==> config.mk <==
export PLATFORM = sky130hd
export DESIGN_NAME = lsu_mem_arbiter
export DESIGN_NICKNAME = d
export VERILOG_FILES = /design/src/rtl/lsu_mem_arbiter.sv
export SDC_FILE = /design/constraint.sdc
export NUM_CORES = 1
export LEC_CHECK = 0
export CORE_AREA = 2 2 104 106
export DETAILED_ROUTE_END_ITERATION = 10
export DIE_AREA = 0 0 106 108
export HOLD_SLACK_MARGIN = 0.03
export PLACE_DENSITY_LB_ADDON = 0.08
export SLEW_MARGIN = 10
export SYNTH_ARGS = -nofsm -noshare
export SYNTH_HDL_FRONTEND = slang
export SYNTH_SLANG_ARGS = --single-unit
==> constraint.sdc <==
create_clock -name clk -period 3.73 [get_ports clk]
set_input_delay 0.746 -clock clk [delete_from_list [all_inputs] [get_ports clk]]
set_output_delay 0.746 -clock clk [all_outputs]
set_load 0.005 [all_outputs]
==> src/rtl/lsu_mem_arbiter.sv <==
`default_nettype none
// ============================================================================
// Module      : lsu_mem_arbiter
// Description : Round-robin arbiter from NUM_LANES LSU lanes to one registered
//               data-memory command port, with fixed-latency load-tag return.
// Revision    : 1.0 - initial release
// ============================================================================
module lsu_mem_arbiter #(
    parameter int NUM_LANES   = 2,
    parameter int MEM_LATENCY = 2
) (
    input  logic                      clk,
    input  logic                      rst_n,
    input  logic [NUM_LANES-1:0]      lane_req_valid,
    input  logic [NUM_LANES-1:0]      lane_req_we,
    input  logic [NUM_LANES*32-1:0]   lane_req_addr,
    input  logic [NUM_LANES*32-1:0]   lane_req_wdata,
    output logic [NUM_LANES-1:0]      lane_gnt,
    output logic                      mem_req,
    output logic                      mem_we,
    output logic [31:0]               mem_addr,
    output logic [31:0]               mem_wdata,
    input  logic                      mem_ready,
    input  logic [31:0]               mem_rdata,
    output logic [NUM_LANES-1:0]      resp_valid,
    output logic [31:0]               resp_data
);

    localparam int                IDX_W       = (NUM_LANES > 1) ? $clog2(NUM_LANES) : 1;
    localparam logic [IDX_W:0]    C_NUM_LANES = (IDX_W+1)'(NUM_LANES);
    localparam logic [IDX_W-1:0]  C_LAST_LANE = IDX_W'(NUM_LANES - 1);

    logic [31:0]                  w_lane_addr  [NUM_LANES];
    logic [31:0]                  w_lane_wdata [NUM_LANES];

    logic [IDX_W-1:0]             r_rr_ptr;
    logic [IDX_W-1:0]             r_cmd_lane;
    logic                         w_free;
    logic                         w_accept;
    logic                         w_found;
    logic                         w_grant;
    logic [IDX_W:0]               w_idx;
    logic [IDX_W-1:0]             w_sel;
    logic [IDX_W-1:0]             w_next_ptr;
    logic [NUM_LANES-1:0]         w_gnt;

    logic [MEM_LATENCY-1:0]       r_tag_vld;
    logic [MEM_LATENCY*IDX_W-1:0] r_tag_idx;
    logic [IDX_W-1:0]             w_tail_idx;

    generate
        for (genvar i = 0; i < NUM_LANES; i++) begin : g_unpack
            assign w_lane_addr[i]  = lane_req_addr[32*i +: 32];
            assign w_lane_wdata[i] = lane_req_wdata[32*i +: 32];
        end
    endgenerate

    // The register can take a new command whenever the held one leaves this cycle.
    assign w_free   = !mem_req || mem_ready;
    assign w_accept = mem_req && mem_ready;

    always_comb begin
        w_found = 1'b0;
        w_sel   = '0;
        w_idx   = '0;
        for (int i = 0; i < NUM_LANES; i++) begin
            w_idx = {1'b0, r_rr_ptr} + (IDX_W+1)'(i);
            if (w_idx >= C_NUM_LANES) begin
                w_idx = w_idx - C_NUM_LANES;
            end
            if (!w_found && lane_req_valid[w_idx[IDX_W-1:0]]) begin
                w_found = 1'b1;
                w_sel   = w_idx[IDX_W-1:0];
            end
        end
    end

    assign w_grant    = rst_n && w_free && w_found;
    assign w_next_ptr = (w_sel == C_LAST_LANE) ? '0 : w_sel + 1'b1;

    always_comb begin
        w_gnt = '0;
        if (w_grant) begin
            w_gnt[w_sel] = 1'b1;
        end
    end

    assign lane_gnt = w_gnt;

    always_ff @(posedge clk or negedge rst_n) begin
        if (!rst_n) begin
            mem_req    <= 1'b0;
            mem_we     <= 1'b0;
            mem_addr   <= '0;
            mem_wdata  <= '0;
            r_cmd_lane <= '0;
            r_rr_ptr   <= '0;
        end else if (w_free) begin
            mem_req <= w_grant;
            if (w_grant) begin
                mem_we     <= lane_req_we[w_sel];
                mem_addr   <= w_lane_addr[w_sel];
                mem_wdata  <= w_lane_wdata[w_sel];
                r_cmd_lane <= w_sel;
                r_rr_ptr   <= w_next_ptr;
            end
        end
    end

    // Tag pipeline shifts every cycle; only accepted loads enter as valid.
    always_ff @(posedge clk or negedge rst_n) begin
        if (!rst_n) begin
            r_tag_vld <= '0;
            r_tag_idx <= '0;
        end else begin
            r_tag_vld[0]           <= w_accept && !mem_we;
            r_tag_idx[IDX_W-1:0]   <= r_cmd_lane;
            for (int s = 1; s < MEM_LATENCY; s++) begin
                r_tag_vld[s]                <= r_tag_vld[s-1];
                r_tag_idx[s*IDX_W +: IDX_W] <= r_tag_idx[(s-1)*IDX_W +: IDX_W];
            end
        end
    end

    assign w_tail_idx = r_tag_idx[(MEM_LATENCY-1)*IDX_W +: IDX_W];

    always_comb begin
        resp_valid = '0;
        if (r_tag_vld[MEM_LATENCY-1]) begin
            resp_valid[w_tail_idx] = 1'b1;
        end
    end

    assign resp_data = mem_rdata;

endmodule
`default_nettype wire
==> metrics.md, run 1 <==
| Metric | Value |
|---|---|
| Outcome | finished clean |
| Sink Count | 72 |
| Post-synth ARST share | 1.00 |
| Io pins | 269 |
| Core ar. | 10,200 sq um |
| Drt drc | 0 |
| TritonCTS clock tree | yes |
| Share of layout cells above drive strength 1 | 0.0608 |
| CP endpoint kind | primary output |
| Largest buffer count on any clock path | 2 |
| Pleak | 2.31 nW |
| Area delta synth->final | 54.9% |
| Reg-to-reg startpoint | mem_req |
| Max-slew violations | 0 |
| Die width | 106 microns |
| First-pass GRT wire length | 19.8 mm |
| EDFF count, synth | 0 |
| CP max FO | 4 |
| Worst-path clk slew | 0.09 ns |
| Primary FF master, synth | dfrtp_1 |
| Final Skew | 0.0146 ns |
| Placed cell area | 5660 sq um |
| Period utilization | 0.836 |
| Register bit count reported by yosys | 72 |
| WP depth | 4 |
| CTS Hold Buffers Added | 0 |
| Worst r2r dst | mem_wdata[22] |
| Synth warn | 0 |
| Final hold vios | 0 |
| Total grt overflow | 0 |
| Flop pwr share | 0.404 |
| # diodes | 0 |
| Starting DRT DRC Count | 300 |
| TritonRoute pass-1 iters | 5 |
| Root Driver | clkbuf_8 |
| Power, Total | 0.00254 W |
| Reg2reg path depth | 4 |
| CP peak stage delay | 0.60 ns |
| GRT Overall Usage | 0.220 |
| Post-Syn Instances | 357 |
| Syn nets | 524 |
| DP Wirelength | 8.17 mm |
| Fin nets | 672 |
| Commonest cells in the netlist | dfrtp_1, nand2_1, a221o_1, nor4b_1, buf_4 |
| Critical Path Start | mem_ready |
| Buf/Inv on CP | 2 |
| Synth top area share | 0.474 |
| Clock latency at the later pin of the worst-skew pair | 0.33 ns |
| Postcts setup bufs | 0 |
| Die area | 11,400 sq um |
| P_int | 0.00186 W |
| Detailed Route WL | 12.8 mm |
| Initial antenna violation count | 0 |
| H-tree levels | 3 |
| Crit start category | input port |
| Setup TNS | 0 ns |
| Initial core utilization | 0.372 |
| Crit-path slowest cell | clkdlybuf4s50_1 |
| Avg Cell Area, Syn | 10.7 sq um |
| Clock power share | 0.276 |
| Via density | 5.60 |
| Max-Cap Viols | 0 |
| Worst Tran Pin Value | 0.930 ns |
| Wirelength per Cell | 19.8 microns |
| Most common cell in the netlist | dfrtp_1 |
| Final Setup Violations | 0 |
| # resized after CTS | 0 |
| Slew Limit Headroom | 0.380 |
| Fin crit period | 3.12 ns |
| Mapped cell area | 3800 sq um |
| Ranking of synthesized cells by area | dfrtp_1, a221o_1, nor4b_1 |
| Crit-path leading delay family | buffers and inverters |
| Routability Congestion | 0.744 |
| Detail Route Antenna Nets | 0 |
| Area of the multi-input gates | 1580 sq um |
| WP data arrival | 2.37 ns |
| Switch Pwr | 0.000685 W |
| Max rail drop VDD | 0.000219 V |
| Combinational Power Share | 0.320 |
| R2R setup slack | 1.82 ns |
| # rows | 37 |
| Max Freq | 0.321 GHz |
| CTS Buf Count | 9 |
| PwrDens | 432 nW/um^2 |
| CP required | 2.98 ns |
| Fin area | 5890 sq um |
| Tightest Hold Check Type | input port to asynchronous set/reset pin |
| Largest area contributor in the netlist | dfrtp_1 |
| Routed vias | 3,616 |
| Vias in the first global route | 3,717 |
| PortBufs | 204 |
| Largest net degree at the start of global routing | 75 |
| Die height | 108 microns |
| FF/Latch Area | 1800 sq um |
| Setup CP Type | input port to primary output |
| CP Cell Sequence | clkdlybuf4s50_1 > nor2b_4 > nor4bb_1 > clkdlybuf4s50_1 |
| Most used cell, CP | clkdlybuf4s50_1 |
| RSZ-0062 raised after global routing | no |
| Sw Ratio | 0.269 |
| Post-synth cell types | 19 |
| Fillcell total | 899 |
| Final hold slack | 0.231 ns |
| Sequential fraction of the synthesis area | 0.474 |
-- flip-flops by register name, summed over array words and instances, names as in the netlist --
register    count
mem_addr       32
mem_req         1
mem_wdata      32
mem_we          1
r_cmd_lane      1
r_rr_ptr        1
r_tag_idx       2
r_tag_vld       2
-- through the flow --
| stage | utilization | setup WS, ns | cells |
|---|---|---|---|
| after floorplan | - | 1.32 | 357 |
| after global placement | 0.553 | 0.634 | 630 |
| after detailed placement | 0.553 | 0.598 | 630 |
| after CTS | 0.576 | 0.599 | 646 |
| after global routing | 0.576 | 0.535 | 646 |
| final | 0.576 | 0.610 | 646 |
-- layer usage --
metal / up-vias / wire length [microns] / track usage
met5: - / 0 / 0
met4: 0 / 231 / 0.0742
met1: 1752 / 5390 / 0.284
li1: 1642 / - / -
met2: 200 / 6100 / 0.365
met3: 22 / 1050 / 0.0518
-- worst max-delay path by stage --
stage,slack (ns),to
final,0.61,lane_gnt[1]
after global routing,0.54,lane_gnt[1]
after CTS,0.60,lane_gnt[1]
after detailed placement,0.60,lane_gnt[1]
after global placement,0.63,lane_gnt[1]
after floorplan,1.32,lane_gnt[1]
-- placed cells by master, fill, tap and decap left out, types with 2 or more instances in the layout --
cell / instances
dfrtp_1: 72
bufinv_16: 2
nor2b_4: 2
a21o_1: 2
nor4b_1: 65
clkdlybuf4s50_1: 202
a221o_1: 65
clkinvlp_4: 2
buf_4: 10
nand2_1: 67
clkbuf_8: 10
clkinv_4: 2
-- power by group through the flow --
stage / combinational (W) / clock [W] / sequential, W
2_1_floorplan: 0.000302 / 0 / 0.00104
3_3_place_gp: 0.000815 / 0 / 0.00104
3_5_place_dp: 0.000820 / 0 / 0.00103
4_1_cts: 0.000823 / 0.000729 / 0.00103
5_1_grt: 0.000878 / 0.000761 / 0.00105
6_report: 0.000815 / 0.000701 / 0.00103
-- cell type report --
cell class | instances | area share
clock inverters | 6 | 0.0157
repair buffers | 213 | 0.357
clock buffers | 10 | 0.0234
well taps | 136 | 0.0289
flip-flops and latches | 72 | 0.306
multi-input cells | 208 | 0.269
inverters | 1 | 0.000637
-- kinds of logic (layout without fill, tap and decap cells) --
kind of cell    after synthesis  in the layout  share of synthesized area
buf+inv                      77            230                      0.118
simple gates                139            139                      0.229
compound gates               69             69                      0.179
flops                        72             72                      0.474
Note: power is estimated with default switching activity, not from simulation.
==> run 2, diff against run 1 <==
--- a/config.mk
+++ b/config.mk
@@ -5,9 +5,8 @@
 export SDC_FILE = /design/constraint.sdc
 export NUM_CORES = 1
 export LEC_CHECK = 0
-export CORE_AREA = 2 2 104 106
+export CORE_UTILIZATION = 35
 export DETAILED_ROUTE_END_ITERATION = 10
-export DIE_AREA = 0 0 106 108
 export HOLD_SLACK_MARGIN = 0.03
 export PLACE_DENSITY_LB_ADDON = 0.08
 export SLEW_MARGIN = 10
==> constraint.sdc (replaced) <==
create_clock -name clk -period 3.2 [get_ports clk]
set_input_delay 0.64 -clock clk [delete_from_list [all_inputs] [get_ports clk]]
set_output_delay 0.64 -clock clk [all_outputs]
set_load 0.005 [all_outputs]
==> run 2 against run 1 <==
  * Setup slack got worse by 0.35 ns
  * Hold slack better by 0.12 ns
  * Sequential share of layout area fell by 0.14 points
  * Non-clock buffer count unchanged
  * Highest routed layer unchanged
  * Critical endpoint unchanged
  * Die area decreased by 1.4%
  * Critical path type unchanged
  * Largest cell class unchanged
  * Global-route usage rose by 0.19 points
  * Total power rose by 19%
  * Core utilization fell by 0.77 points
==> metrics.md, run 2 (synthesized netlist as in run 1, its figures left out) <==
| Metric | Value |
|---|---|
| DP Wirelength | 7.83 mm |
| CP endpoint kind | primary output |
| Largest regs | mem_addr (32), mem_wdata (32) |
| R2R setup slack | 1.34 ns |
| Setup TNS | 0 ns |
| First-pass GRT wire length | 19.5 mm |
| Commonest non-fill, non-tap cell in the layout | clkdlybuf4s50_1 |
| Die width | 106 microns |
| Worst Tran Pin Value | 1.04 ns |
| Placed cell area | 5670 sq um |
| Detailed Route WL | 12.5 mm |
| Io pins | 269 |
| PortBufs | 204 |
| WP data arrival | 2.30 ns |
| CP required | 2.56 ns |
| Final Skew | 0.00924 ns |
| # rows | 37 |
| Root Driver | clkbuf_8 |
| Max rail drop VDD | 0.000209 V |
| TritonCTS clock tree | yes |
| Routed vias | 3,614 |
| Max-Cap Viols | 0 |
| Tightest Hold Check Type | input port to asynchronous set/reset pin |
| Worst-path clk slew | 0.08 ns |
| Total grt overflow | 0 |
| Via density | 5.59 |
| Area delta synth->final | 55.6% |
| Final hold slack | 0.351 ns |
| Power, Total | 0.00303 W |
| Most used cell, CP | clkdlybuf4s50_1 |
| H-tree levels | 3 |
| Die height | 106 microns |
| TritonRoute pass-1 iters | 4 |
| Fin area | 5920 sq um |
| Largest net degree at the start of global routing | 100 |
| Initial core utilization | 0.365 |
| Setup ws final | 0.259 ns |
| RSZ-0062 raised after global routing | no |
| Reg2reg path depth | 4 |
| Crit-path slowest cell | clkdlybuf4s50_1 |
| Max Freq | 0.340 GHz |
| Reg-to-reg startpoint | mem_req |
| Worst r2r dst | mem_addr[19] |
| Core ar. | 10,400 sq um |
| Starting DRT DRC Count | 234 |
| Slew Limit Headroom | 0.308 |
| Share of layout cells above drive strength 1 | 0.0608 |
| Setup CP Type | input port to primary output |
| GRT Overall Usage | 0.221 |
| Wirelength per Cell | 19.4 microns |
| CP max FO | 4 |
| Die area | 11,300 sq um |
| Postcts setup bufs | 0 |
| CTS Hold Buffers Added | 0 |
| Fin crit period | 2.94 ns |
| CP peak stage delay | 0.62 ns |
| Commonest cells after routing, fill and taps aside | clkdlybuf4s50_1, dfrtp_1, nand2_1, nor4b_1, a221o_1 |
| Routability Congestion | 0.786 |
| Drt drc | 0 |
| Pleak | 2.32 nW |
| Setup slack at placement | 0.269 ns |
| CTS Buf Count | 9 |
| Area of the multi-input gates | 1580 sq um |
| Initial antenna violation count | 0 |
| Fillcell total | 939 |
| Fin nets | 672 |
| PwrDens | 512 nW/um^2 |
| CP Cell Sequence | clkdlybuf4s50_1 > nor2b_4 > nor4bb_1 > clkdlybuf4s50_1 |
| Sink Count | 72 |
| Crit start category | input port |
| Vias in the first global route | 3,746 |
| Final hold vios | 0 |
| Largest buffer count on any clock path | 2 |
| # diodes | 0 |
| Max-slew violations | 0 |
| Outcome | finished clean |
| Detail Route Antenna Nets | 0 |
| Final Setup Violations | 0 |
| # resized after CTS | 0 |
| Period utilization | 0.919 |
| Clock latency at the later pin of the worst-skew pair | 0.34 ns |
| FF/Latch Area | 1800 sq um |
## run 2: changes by cell type in the layout (fill, tap and decap cells not counted)
cell and change:
buf_12 +1, bufinv_16 +1, clkinv_2 +1, buf_4 -1, clkbuf_8 -1, clkinvlp_4 -1
## run 2: report_power, final
| part | switching, W | internal (W) |
|---|---|---|
| Sequential | 0.000109 | 0.00109 |
| Combinational | 0.000338 | 0.000614 |
| Clock | 0.000358 | 0.000519 |
| Total | 0.000805 | 0.00222 |
## run 2: final cells by class
class | instances | area share
Tap cell | 136 | 0.0288
Clock inverter | 7 | 0.0203
Clock buffer | 9 | 0.0209
Multi-Input combinational cell | 208 | 0.267
Sequential cell | 72 | 0.305
Inverter | 1 | 0.000634
Timing Repair Buffer | 213 | 0.357
## run 2: worst max path at each step
stage | start | end | slack (ns) | depth (start not counted)
floorplan | lane_req_valid[1] | lane_gnt[1] | 1.00 | 4
global placement | mem_ready | lane_gnt[1] | 0.31 | 4
detailed placement | mem_ready | lane_gnt[1] | 0.27 | 4
CTS | mem_ready | lane_gnt[1] | 0.27 | 4
global route | mem_ready | lane_gnt[1] | 0.15 | 4
finish | mem_ready | lane_gnt[1] | 0.26 | 4
## run 2: through the flow
step	instances	util
floorplan	357	-
global placement	630	0.545
detailed placement	630	0.545
CTS	646	0.568
global route	646	0.568
finish	646	0.568
## run 2: worst max-delay path, delay by kind of cell
kind,cells,cell delay (ns)
buf+inv,2,1.19
simple gates,2,0.47
## run 2: routing by layer
metal	wire, microns	part of all wire	track usage
met1	5440	0.43	0.285
met2	5780	0.46	0.352
met3	1020	0.082	0.0576
met4	280	0.022	0.0923
met5	0	0	0
